$ cat src/rtl/march_bist_ctrl_if.sv
// march_bist_ctrl_if: single-port synchronous SRAM port between the BIST/mux and the RAM macro.
interface march_bist_ctrl_if #(
    parameter int size   = 8,
    parameter int length = 8
);
    logic              mem_cs;
    logic              mem_we;
    logic [size-1:0]   mem_addr;
    logic [length-1:0] mem_wdata;
    logic [length-1:0] mem_rdata;

    modport master(output mem_cs, mem_we, mem_addr, mem_wdata, input mem_rdata);
    modport slave(input mem_cs, mem_we, mem_addr, mem_wdata, output mem_rdata);
endinterface

$ cat src/rtl/march_bist_ctrl.sv
// march_bist_ctrl: March (MATS+ / March C-) memory BIST with failure capture, muxed with the functional RAM port.
module march_bist_ctrl #(
    parameter int size   = 8,
    parameter int length = 8,
    parameter int CNT_W  = 8
) (
    input  logic                 clk,
    input  logic                 rst,
    input  logic                 start,
    input  logic                 opr,
    input  logic                 mode,
    input  logic                 bg,
    input  logic                 csin,
    input  logic                 rwbarin,
    input  logic [size-1:0]      address,
    input  logic [length-1:0]    datain,
    output logic [length-1:0]    dataout,
    march_bist_ctrl_if.master    mem,
    output logic                 busy,
    output logic                 done,
    output logic                 fail,
    output logic [size-1:0]      fail_addr,
    output logic [CNT_W-1:0]     fail_cnt,
    output logic [2:0]           elem
);
    typedef enum logic [1:0] {IDLE, RUN, DRAIN, DONE} state_t;

    state_t            state_q, state_d;
    logic              mode_q, mode_d, bg_q, bg_d, op_q, op_d;
    logic              rd_pend_q, rd_pend_d, fail_q, fail_d;
    logic [2:0]        elem_q, elem_d;
    logic [size-1:0]   addr_q, addr_d, rd_addr_q, rd_addr_d, fail_addr_q, fail_addr_d;
    logic [length-1:0] exp_q, exp_d, pat, wdata;
    logic [CNT_W-1:0]  fail_cnt_q, fail_cnt_d;
    logic              two, is_rd, val, down, term, last_elem, mism;

    function automatic logic is_down(input logic m, input logic [2:0] e);
        return m ? (e == 3'd3 || e == 3'd4) : e == 3'd2;
    endfunction

    always_comb begin
        for (int i = 0; i < length; i++) pat[i] = bg_q & ~(addr_q[0] ^ i[0]);
        // Two-op elements read v then write ~v, with v alternating 0,1,0,1 from element 1
        two       = elem_q != 3'd0 && !(mode_q && elem_q == 3'd5);
        is_rd     = two ? !op_q : elem_q != 3'd0;
        val       = two & (op_q ? elem_q[0] : ~elem_q[0]);
        down      = is_down(mode_q, elem_q);
        term      = addr_q == {size{~down}};
        last_elem = elem_q == (mode_q ? 3'd5 : 3'd2);
        wdata     = val ? ~pat : pat;
        mism      = rd_pend_q && mem.mem_rdata != exp_q;
        state_d     = state_q;
        mode_d      = mode_q;
        bg_d        = bg_q;
        op_d        = op_q;
        elem_d      = elem_q;
        addr_d      = addr_q;
        rd_pend_d   = state_q == RUN && opr && is_rd;
        exp_d       = wdata;
        rd_addr_d   = addr_q;
        fail_d      = fail_q | mism;
        fail_addr_d = (mism && !fail_q) ? rd_addr_q : fail_addr_q;
        fail_cnt_d  = fail_cnt_q + CNT_W'(mism && fail_cnt_q != '1);
        case (state_q)
            IDLE: if (start && opr) begin
                state_d     = RUN;
                mode_d      = mode;
                bg_d        = bg;
                fail_d      = 1'b0;
                fail_cnt_d  = '0;
                fail_addr_d = '0;
                elem_d      = 3'd0;
                op_d        = 1'b0;
                addr_d      = '0;
            end
            RUN: begin
                if (!opr) state_d = IDLE;
                else if (two && !op_q) op_d = 1'b1;
                else begin
                    op_d = 1'b0;
                    if (!term) addr_d = down ? addr_q - 1'b1 : addr_q + 1'b1;
                    else if (last_elem) state_d = DRAIN;
                    else begin
                        elem_d = elem_q + 3'd1;
                        addr_d = {size{is_down(mode_q, elem_q + 3'd1)}};
                    end
                end
            end
            DRAIN: state_d = opr ? DONE : IDLE;
            DONE: if (!start) state_d = IDLE;
            default: state_d = IDLE;
        endcase
    end

    always_ff @(posedge clk or negedge rst) begin
        if (!rst) begin
            state_q     <= IDLE;
            mode_q      <= 1'b0;
            bg_q        <= 1'b0;
            op_q        <= 1'b0;
            elem_q      <= 3'd0;
            addr_q      <= '0;
            rd_pend_q   <= 1'b0;
            exp_q       <= '0;
            rd_addr_q   <= '0;
            fail_q      <= 1'b0;
            fail_addr_q <= '0;
            fail_cnt_q  <= '0;
        end else begin
            state_q     <= state_d;
            mode_q      <= mode_d;
            bg_q        <= bg_d;
            op_q        <= op_d;
            elem_q      <= elem_d;
            addr_q      <= addr_d;
            rd_pend_q   <= rd_pend_d;
            exp_q       <= exp_d;
            rd_addr_q   <= rd_addr_d;
            fail_q      <= fail_d;
            fail_addr_q <= fail_addr_d;
            fail_cnt_q  <= fail_cnt_d;
        end
    end

    assign busy          = state_q == RUN || state_q == DRAIN;
    assign done          = state_q == DONE;
    assign fail          = fail_q;
    assign fail_addr     = fail_addr_q;
    assign fail_cnt      = fail_cnt_q;
    assign elem          = elem_q;
    assign mem.mem_cs    = opr ? state_q == RUN : csin;
    assign mem.mem_we    = opr ? (state_q == RUN && !is_rd) : (csin & ~rwbarin);
    assign mem.mem_addr  = opr ? addr_q : address;
    assign mem.mem_wdata = opr ? wdata : datain;
    assign dataout       = opr ? '0 : mem.mem_rdata;
endmodule

$ cat src/flat_wrapper.sv
// flat-port wrapper written by rule: the top's interface ports become plain ports
module march_bist_ctrl_flat 
#(
    parameter int size   = 8,
    parameter int length = 8,
    parameter int CNT_W  = 8
)
  (clk, rst, start, opr, mode, bg, csin, rwbarin, address, datain, dataout, busy, done, fail, fail_addr, fail_cnt, elem, mem_mem_cs, mem_mem_we, mem_mem_addr, mem_mem_wdata, mem_mem_rdata);
  march_bist_ctrl_if #(.size(size), .length(length)) mem_i ();
  input  logic clk;
  input  logic rst;
  input  logic start;
  input  logic opr;
  input  logic mode;
  input  logic bg;
  input  logic csin;
  input  logic rwbarin;
  input  logic [size-1:0] address;
  input  logic [length-1:0] datain;
  output logic [length-1:0] dataout;
  output logic busy;
  output logic done;
  output logic fail;
  output logic [size-1:0] fail_addr;
  output logic [CNT_W-1:0] fail_cnt;
  output logic [2:0] elem;
  output wire logic [$bits(mem_i.mem_cs)-1:0] mem_mem_cs;
  output wire logic [$bits(mem_i.mem_we)-1:0] mem_mem_we;
  output wire logic [$bits(mem_i.mem_addr)-1:0] mem_mem_addr;
  output wire logic [$bits(mem_i.mem_wdata)-1:0] mem_mem_wdata;
  input wire logic [$bits(mem_i.mem_rdata)-1:0] mem_mem_rdata;
  assign mem_mem_cs = mem_i.mem_cs;
  assign mem_mem_we = mem_i.mem_we;
  assign mem_mem_addr = mem_i.mem_addr;
  assign mem_mem_wdata = mem_i.mem_wdata;
  assign mem_i.mem_rdata = mem_mem_rdata;
  march_bist_ctrl #(.size(size), .length(length), .CNT_W(CNT_W)) u_core (.clk(clk), .rst(rst), .start(start), .opr(opr), .mode(mode), .bg(bg), .csin(csin), .rwbarin(rwbarin), .address(address), .datain(datain), .dataout(dataout), .mem(mem_i), .busy(busy), .done(done), .fail(fail), .fail_addr(fail_addr), .fail_cnt(fail_cnt), .elem(elem));
endmodule
$ cat config.mk
export PLATFORM = sky130hd
export DESIGN_NAME = march_bist_ctrl_flat
export DESIGN_NICKNAME = d
export VERILOG_FILES = /design/src/rtl/march_bist_ctrl_if.sv /design/src/rtl/march_bist_ctrl.sv /design/src/flat_wrapper.sv
export SDC_FILE = /design/constraint.sdc
export NUM_CORES = 1
export LEC_CHECK = 0
export CORE_ASPECT_RATIO = 0.5
export CORE_UTILIZATION = 45
export CTS_CLUSTER_SIZE = 10
export DETAILED_ROUTE_END_ITERATION = 8
export MAX_ROUTING_LAYER = met4
export PLACE_DENSITY = 0.74
export SETUP_SLACK_MARGIN = 0.02
export SYNTH_ARGS = -nofsm -noshare
export SYNTH_HDL_FRONTEND = slang
export SYNTH_SLANG_ARGS = --single-unit
$ cat constraint.sdc
create_clock -name clk -period 4.7 [get_ports clk]
set_input_delay 1.175 -clock clk [delete_from_list [all_inputs] [get_ports clk]]
set_output_delay 1.175 -clock clk [all_outputs]
set_load 0.01 [all_outputs]
==> run_results.csv <==
group,metric,value,unit
status,status,"complete, but fails checks",
status,violations,"design-rule violations",
critical_path,startpoint_type,"input pin",
route,finalWirelength,6380,um
global_routing,antenna_found_initial,0,
clock_tree,ctsResizeCount,0,
synth,syn_nets,319,
clock_tree,cts_made_buffers,5,
sta,worst_slew_pin_slew,0.961,ns
pwr,leakage,1.60,nW
synth,synth_cell_types,51,
place,gp_congestion,0.847,
critical_path,cp_data_arrival_time,2.83,ns
global_routing,grt_usage,0.222,
route,drt_drc_violations_left,4,
sta,hold_viol_final,0,
clock_tree,postCtsSetupBuffers,0,
critical_path,r2r-start,"u_core.elem[0]$_DFFE_PN0P_",
floorplan,coreArea,5610,um2
floorplan,chipWidth,111,um
min_path,holdCritPathClass,"flip-flop to flip-flop",
floorplan,io-pin-count,80,
sta,period_share,0.853,
critical_path,worstPathRequired,3.52,ns
sta,fin_crit,4.01,ns
floorplan,die_y,56.7,um
global_routing,grt_pass1_wl,10700,um
sta,drv_slew,0,
clock_tree,clock_latency,0.28,ns
route,wl_per_cell,15.2,um
clock_tree,hold_buffers,0,
min_path,hold_start,"u_core.addr_q[4]$_DFFE_PN0P_",
clock_tree,clock_path_buffers,2,
finish,diodes,0,
finish,num-nets-final,397,
route,ant_nets,0,
place,dp_hpwl,4830,um
finish,layout_common_cells,"clkdlybuf4s50_1, dfrtp_1, nor2_1, inv_1, ha_1",
clock_tree,cts.sinks,44,
finish,final_cell_count_no_fill,420,
pwr,ir_drop,0.272,mV
synth,synth_seq_cells,44,
synth,async_flop_share,1.00,
sta,setup_viol,0,
synth,syn-cell-area,2690,um2
sta,slew_headroom,0.359,
finish,fillers,457,
route,drt_pass1_iterations,6,
finish,final_core_util,0.657,
sta,clock.fmax,250,MHz
sta,fin_skew,0.00605,ns
synth,ys.flop_type,"dfrtp_1",
route,dr_total_vias,2248,
place,port_buffers,79,
synth,yosysSeqAreaShare,0.409,
sta,fin_hold_ws,0.462,ns
floorplan,std_cell_rows,19,
clock_tree,cts_tree,"done",
global_routing,grt_overflow_total,0,
synth,synth_edf_count,0,
clock_tree,root_buffer,"clkbuf_16",
route,viasPerCell,5.35,
finish,final_layout_size_suffix_gt1_frac,0.0807,
global_routing,grt_max_degree,45,
finish,final_common_cell,"clkdlybuf4s50_1",
synth,yosys_warnings,0,
route,drt_iter0_drc,117,
global_routing,grt_pass1_vias,2194,
pwr,p_per_area,597,nW/um2
finish,area_growth,37.0,%
clock_tree,htreeDepth,2,
sta,setup_tns,0,ns
critical_path,end_kind,"primary output",
pwr,finalPower,2.20,mW
clock_tree,clk_pin_slew_worst_paths,0.06,ns
flow_run,drv_cap,0,
critical_path,crit_start,"opr",
place,dp_cells,412,
synth,synth.avg_cell_area,10.0,um2
floorplan,start_util,0.479,
critical_path,critPathMaxFanout,13,
sta,rsz0062_at_grt,"no",
synth,synthCells,268,
critical_path,timing_worst_setup_path_type,"input pin to primary output",
floorplan,die_area,6310,um2
[logic make-up after synthesis]
group / Yosys count / share of synthesized area
AOI/OAI and AO/OA: 63 / 0.167
buffers and inverters: 29 / 0.0465
muxes: 25 / 0.100
and+or+nand+nor: 73 / 0.137
adders and majority gates: 19 / 0.0912
DFF: 44 / 0.409
xor gates and xnor gates: 15 / 0.0489
[sequential cells by signal, indices dropped and copies added, names as in the netlist]
name	cells
u_core.addr_q	8
u_core.bg_q	1
u_core.elem	3
u_core.exp_q	2
u_core.fail	1
u_core.fail_addr	8
u_core.fail_cnt	8
u_core.mode_q	1
u_core.op_q	1
u_core.rd_addr_q	8
u_core.rd_pend_q	1
u_core.state_q	2
[cells in the mapped netlist (all sizes together) (3+ instances only)]
library cell,count,area share
o22ai,3,0.0070
nand2b,3,0.0070
dfrtp,44,0.41
mux2i,13,0.050
nor2,20,0.028
xnor2,9,0.029
nand2,15,0.021
and3,3,0.0070
buf,7,0.015
nand3,9,0.017
a21oi,15,0.028
nor2b,10,0.023
mux2,12,0.050
ha,18,0.084
inv,18,0.025
o21ai,11,0.025
o21a,10,0.028
xor2,6,0.020
o211ai,3,0.0084
and4,3,0.0098
clkbuf,4,0.0060
nor4,3,0.0070
[through the flow]
stage | instance area (um2) | setup WS, ns
after detailed placement | 3530 | 0.682
after global routing | 3680 | 0.585
after floorplan | 2690 | 1.31
after CTS | 3680 | 0.677
final | 3680 | 0.693
after global placement | 3530 | 0.704
[routing by layer]
metal / wire length [um] / global-route usage
met2: 3180 / 0.376
met4: 31 / 0.0347
met1: 2960 / 0.285
met5: 0 / -
met3: 203 / 0.0443
[worst max-delay path: stages]
cell and delay (ns):
clkdlybuf4s50_1 0.48, buf_4 0.19, nand2_1 0.12, o32ai_1 0.29, clkdlybuf4s50_1 0.58
[path summary, 6_finish.rpt]
kind | cells past startpoint | slack, ns | to
worst max-delay path | 5 | 0.69 | mem_mem_we
worst min-delay path | 0 | 0.46 | u_core.rd_addr_q[4]$_DFF_PN0_
worst max register to register | 11 | 1.04 | u_core.elem[0]$_DFFE_PN0P_
worst min register to register | 0 | 0.46 | u_core.rd_addr_q[4]$_DFF_PN0_
max in group asynchronous | 1 | 3.06 | u_core.fail_cnt[5]$_DFF_PN0_
min in group asynchronous | 1 | 1.05 | u_core.addr_q[6]$_DFFE_PN0P_
[power breakdown]
group          internal, mW  total, mW  switching, mW
registers             0.515      0.656          0.140
clock network         0.211      0.356          0.144
logic                 0.604       1.19          0.586
total                  1.33       2.20          0.871
[area by class of cell]
cell class | instances | area, um2 | share of cell area
clock buffers | 6 | 139 | 0.0377
clock inverters | 2 | 15.0 | 0.00407
inverters | 18 | 67.6 | 0.0183
multi-input cells | 195 | 1460 | 0.397
flip-flops and latches | 44 | 1100 | 0.299
well taps | 73 | 91.3 | 0.0248
repair buffers | 82 | 808 | 0.219
Power figures use the tool's default switching activity.
